### config.mk
export PLATFORM = sky130hd
export DESIGN_NAME = pc_fetch_gen
export DESIGN_NICKNAME = d
export VERILOG_FILES = /design/src/rtl/pc_fetch_gen.sv
export SDC_FILE = /design/constraint.sdc
export NUM_CORES = 1
export LEC_CHECK = 0
export CAP_MARGIN = 40
export CORE_MARGIN = 2
export CORE_UTILIZATION = 45
export CTS_CLUSTER_DIAMETER = 120
export DETAILED_ROUTE_END_ITERATION = 8
export PLACE_DENSITY = 0.77
export SLEW_MARGIN = 40
export SYNTH_ARGS = -nofsm -noshare
export SYNTH_HDL_FRONTEND = slang
export SYNTH_SLANG_ARGS = --single-unit
### constraint.sdc
create_clock -name clk -period 2.2 [get_ports clk]
set_input_delay 0.55 -clock clk [delete_from_list [all_inputs] [get_ports clk]]
set_output_delay 0.55 -clock clk [all_outputs]
set_load 0.02 [all_outputs]
### src/rtl/pc_fetch_gen.sv
// pc_fetch_gen: next-PC generator for the instruction-fetch stage.
// It issues fetch groups of 1, 2 or 4 words to instruction memory with a
// valid/ready handshake. It handles exception and branch redirects, and it
// holds a branch that arrives during a stall until the stall clears.
// Misaligned PCs are flagged on addr_err and are never fetched.
module pc_fetch_gen #(
    parameter int                 ADDR_W      = 32,
    parameter logic [ADDR_W-1:0]  RESET_ADDR  = 32'hbfc00000,
    parameter int                 FETCH_WIDTH = 1,
    parameter int                 BOOT_CYCLES = 2
) (
    input  logic                               clk,
    input  logic                               rst,
    input  logic                               stall,
    input  logic                               except,
    input  logic [ADDR_W-1:0]                  except_addr,
    input  logic                               branch,
    input  logic [ADDR_W-1:0]                  branch_addr,
    input  logic                               fetch_ready,
    output logic                               fetch_valid,
    output logic [ADDR_W-1:0]                  pc_addr,
    output logic [$clog2(FETCH_WIDTH):0]       fetch_cnt,
    output logic                               addr_err,
    output logic                               redirect_pending
);

    localparam int                OFF_W     = $clog2(FETCH_WIDTH);
    localparam int                CNT_W     = OFF_W + 1;
    // Byte size of one fetch group, and the mask of the byte-offset bits inside a group.
    localparam logic [ADDR_W-1:0] GRP_BYTES = ADDR_W'(4 * FETCH_WIDTH);
    localparam logic [ADDR_W-1:0] GRP_MASK  = ADDR_W'(4 * FETCH_WIDTH - 1);
    // Mask of the word index inside a group; all zero when a group is one word.
    localparam logic [ADDR_W-1:0] WORD_MASK = ADDR_W'(FETCH_WIDTH - 1);
    localparam logic [3:0]        BOOT_LAST = (BOOT_CYCLES == 0) ? 4'd0 : 4'(BOOT_CYCLES - 1);

    typedef enum logic [0:0] {
        S_BOOT = 1'b0,
        S_RUN  = 1'b1
    } state_e;

    state_e              state_q;
    logic [3:0]          boot_cnt_q;
    logic [ADDR_W-1:0]   pc_q;
    logic [ADDR_W-1:0]   pc_d;
    logic                pend_v_q;
    logic                pend_v_d;
    logic [ADDR_W-1:0]   pend_a_q;
    logic [ADDR_W-1:0]   pend_a_d;
    logic                err_s;
    logic                valid_s;
    logic                fire_s;
    logic [CNT_W-1:0]    off_s;

    // Start of the next aligned group. The addition wraps at the top of the address space.
    function automatic logic [ADDR_W-1:0] next_group(input logic [ADDR_W-1:0] pc);
        return (pc & ~GRP_MASK) + GRP_BYTES;
    endfunction

    // Handshake and status decode from the current PC and state.
    always_comb begin
        err_s   = (pc_q[1:0] != 2'b00);
        valid_s = (state_q == S_RUN) & ~stall & ~err_s;
        fire_s  = valid_s & fetch_ready;
        off_s   = CNT_W'((pc_q >> 2) & WORD_MASK);
    end

    assign pc_addr          = pc_q;
    assign addr_err         = err_s;
    assign fetch_valid      = valid_s;
    assign fetch_cnt        = CNT_W'(FETCH_WIDTH) - off_s;
    assign redirect_pending = pend_v_q;

    // Boot sequencer: hold off fetching for BOOT_CYCLES cycles after reset.
    always_ff @(posedge clk or posedge rst) begin
        if (rst) begin
            state_q    <= S_BOOT;
            boot_cnt_q <= 4'd0;
        end else begin
            case (state_q)
                S_BOOT: begin
                    if ((BOOT_CYCLES == 0) || (boot_cnt_q == BOOT_LAST)) begin
                        state_q <= S_RUN;
                    end else begin
                        boot_cnt_q <= boot_cnt_q + 4'd1;
                    end
                end
                S_RUN: begin
                    state_q <= S_RUN;
                end
                default: begin
                    state_q    <= S_BOOT;
                    boot_cnt_q <= 4'd0;
                end
            endcase
        end
    end

    // Next-PC selection. Priority: exception, stalled branch, stall,
    // live branch, pending branch, then advance on an accepted fetch.
    always_comb begin
        pc_d     = pc_q;
        pend_v_d = pend_v_q;
        pend_a_d = pend_a_q;
        if (except) begin
            pc_d     = except_addr;
            pend_v_d = 1'b0;
        end else if (stall) begin
            if (branch) begin
                pend_a_d = branch_addr;
                pend_v_d = 1'b1;
            end else begin
                pend_v_d = pend_v_q;
            end
        end else if (branch) begin
            pc_d     = branch_addr;
            pend_v_d = 1'b0;
        end else if (pend_v_q) begin
            pc_d     = pend_a_q;
            pend_v_d = 1'b0;
        end else if (fire_s) begin
            pc_d     = next_group(pc_q);
        end else begin
            pc_d     = pc_q;
        end
    end

    // PC and pending-redirect registers. Reset discards any latched branch.
    always_ff @(posedge clk or posedge rst) begin
        if (rst) begin
            pc_q     <= RESET_ADDR;
            pend_v_q <= 1'b0;
            pend_a_q <= {ADDR_W{1'b0}};
        end else begin
            pc_q     <= pc_d;
            pend_v_q <= pend_v_d;
            pend_a_q <= pend_a_d;
        end
    end

endmodule
==> reports/metrics.csv <==
stage,metric,value,unit
cells_and_area,layout filler cell count,771,
critical_path,crit start category,flop,
drt,Vias/cell,6.13,
die,# rows,35,
die,Die Y-Extent,101,um
die,I/O pins,106,
drt,WL final,13400,um
power,switching power,1.36,mW
critical_path,max incr delay on CP,0.63,ns
clock_tree,Max clock buf depth,2,
synthesis,Post-Syn Area,4210,um2
run_status,status,completed,
clock_tree,clk_lat worst skew,0.35,ns
critical_path,"Buf+Inv Stages, Crit Path",1,
power,Pleak,2.42,nW
global_routing,GR Overflow Total,0,
synthesis,syn avg cell area,9.20,um2
critical_path,flop2flop setup slack,0.11,ns
power,Comb power frac,30.7,%
clock_tree,hold buffer count at CTS,0,
sta,Hold Fails Final Rpt,0,
critical_path,crit-path cells,clkdlybuf4s50_1,
synthesis,Netlist cell types,62,
power,Tot Pwr,4.20,mW
clock_tree,CTS tree,yes,
drt,Initial DRC Count,215,
critical_path,critical path peak fanout,9,
power,Seq pwr share,40.7,%
global_routing,vias in the first global route,4280,
sta,Max-slew headroom,61.5,%
power,Pint,2.85,mW
drt,Final ANT Viol Nets,0,
power,Max IR drop VDD,0.371,mV
synthesis,Synth Flop Type,dfrtp_1,
drt,DRC viols,0,
global_routing,largest net degree at the start of global routing,71,
sta,fmax,463,MHz
cells_and_area,"most common cell after layout, fill and taps aside",clkdlybuf4s50_1,
sta,Tmin final,2.16,ns
cells_and_area,ANT cells,0,
power,clock power share,28.6,%
clock_tree,total CTS buffers,9,
sta,Final setup viols,0,
placement,PortBufs,104,
synthesis,#FFs+latches synth,70,
die,die area,10200,um2
synthesis,register area share after synthesis,41.8,%
power,pwr dens,699,nW/um2
die,Initial Util,46.0,%
drt,first-pass detailed-route iteration total,5,
placement,cell total after placement,695,
sta,Worst-Margin Slew,0.577,ns
global_routing,gr usage total,27.0,%
critical_path,"Arr. time, crit path",1.61,ns
clock_tree,setup bufs post-CTS,0,
clock_tree,H-tree levels,3,
clock_tree,clk sink count,70,
sta,pins over their slew limit,0,
clock_tree,Root Driver,clkbuf_8,
cells_and_area,Final Instance Count excl. Fillers,711,
clock_tree,Clock transition at path regs,0.09,ns
drt,wire per inst,18.9,um
die,Die Wd,101,um
critical_path,WS Path Type,reg2out,
cells_and_area,share of cells above drive strength 1,21.8,%
sta,fin crit share,98.2,%
cells_and_area,Synth-to-Final Area Change,42.7,%
critical_path,cell family with most CP delay,buffers and inverters,
synthesis,cell count after synthesis,458,
job,Max-Cap Viols,0,
synthesis,Post-synth EDFFs,0,
synthesis,Synth async-reset ratio,100,%
placement,RD Place Congestion,0.899,
cells_and_area,Nets,668,
die,Core ar.,9150,um2
critical_path,Critical-path top delay cell,clkdlybuf4s50_1,
synthesis,Post-Syn Nets,531,
global_routing,initial antenna violation count,0,
critical_path,Critical Path RT,1.65,ns
power,Sw Ratio,32.3,%
global_routing,first-pass GRT wire length,21400,um
cells_and_area,most frequent cells in the layout,"clkdlybuf4s50_1, dfrtp_1, buf_4",
hold_path,hold crit path type,reg2reg,
drt,DR vias,4360,
critical_path,Worst setup EP type,primary output,
placement,hpwl dp,9550,um
synthesis,YS warnings,0,
sta,RSZ-0062 raised after global routing,no,
sta,clk_skew,0.0103,ns
[cells in the mapped netlist (all sizes together), types with 4 or more instances]
cell type / count / area share, %
a31oi: 11 / 1.6
dfrtp: 61 / 36
o211ai: 10 / 1.8
or3: 6 / 0.89
xor2: 4 / 0.83
xnor2: 5 / 1.0
nor3: 5 / 0.59
mux2: 32 / 8.6
nand2: 40 / 3.6
and3: 11 / 1.6
buf: 9 / 0.95
clkbuf: 23 / 2.0
a21oi: 37 / 4.4
nand3: 24 / 3.1
o31ai: 6 / 1.1
nand2b: 9 / 1.3
or4: 7 / 1.3
dfstp: 9 / 5.6
nand4: 6 / 1.0
mux2i: 9 / 2.1
o21ai: 30 / 3.6
nor2b: 4 / 0.59
inv: 9 / 0.80
nor2: 31 / 2.8
o22ai: 11 / 1.6
[per-layer routing]
metal	track usage [%]	wire [um]
met2	46.1	6740
met5	0	0
met1	35.3	5650
met4	6.64	186
met3	5.27	825
[cells by family (layout without fill, tap and decap cells)]
group | after synthesis | count (layout) | synth area share (%)
flip-flops | 70 | 70 | 41.8
multiplexers | 41 | 41 | 10.7
AO/OA/AOI/OAI | 135 | 135 | 20.6
other | 1 | 1 | 0.0890
adder cells (fa/ha/maj) | 3 | 3 | 0.891
AND/OR/NAND/NOR | 158 | 158 | 20.2
buffers and inverters | 41 | 183 | 3.80
XOR/XNOR | 9 | 9 | 1.87
[power by group through the flow]
stage          combinational [mW]  clock [mW]  sequential (mW)
2_1_floorplan               0.545           0             1.81
3_3_place_gp                 1.25           0             1.72
3_5_place_dp                 1.28           0             1.73
4_1_cts                      1.28        1.21             1.70
5_1_grt                      1.38        1.27             1.74
6_report                     1.29        1.20             1.71
[sequential cells by signal, indices dropped and copies added (netlist names)]
| register | count |
|---|---|
| pend_a_q | 32 |
| state_q | 1 |
| pc_addr | 32 |
| redirect_pending | 1 |
| boot_cnt_q | 4 |
[final cells by class]
cell class                 instances  area, um2  share of cell area [%]
inverter                           9       37.5                   0.624
tap                              111        139                    2.31
clock buffer                      10        138                    2.29
clock inverter                     6       85.1                    1.41
sequential                        70       1770                    29.4
timing repair buffer             158       1500                    25.0
multi-input combinational        347       2350                    39.0
[metrics by stage]
| stage | setup WS, ns | setup TNS, ns | instance area, um2 | util (%) | hold WS [ns] |
|---|---|---|---|---|---|
| 3_3_place_gp | -0.307 | -4.89 | 5760 | 63.0 | 0.464 |
| 5_1_grt | 0.0137 | 0 | 6010 | 65.7 | 0.509 |
| 4_1_cts | 0.0124 | 0 | 5990 | 65.5 | 0.500 |
| 3_5_place_dp | -0.336 | -5.98 | 5760 | 63.0 | 0.485 |
| 6_report | 0.0403 | 0 | 6010 | 65.7 | 0.496 |
| 2_1_floorplan | 0.0522 | 0 | 4240 | - | 0.446 |
[final timing paths]
kind | from | end | cells after the start
max reg2reg | pc_addr[10] | pc_addr[30] | 5
max in group asynchronous | rst | pc_addr[31] | 3
max | pc_addr[23] | pc_addr[23] | 1
min reg2reg | boot_cnt_q[3] | boot_cnt_q[3] | 1
min in group asynchronous | rst | pend_a_q[10] | 3
min | boot_cnt_q[3] | boot_cnt_q[3] | 1
[timing repair]
item | in CTS | in global routing
pin swaps | 0 | 2
resized for setup | 8 | 5
setup endpoints to repair | 4 | 5
Note: power is estimated with default switching activity, not from simulation.
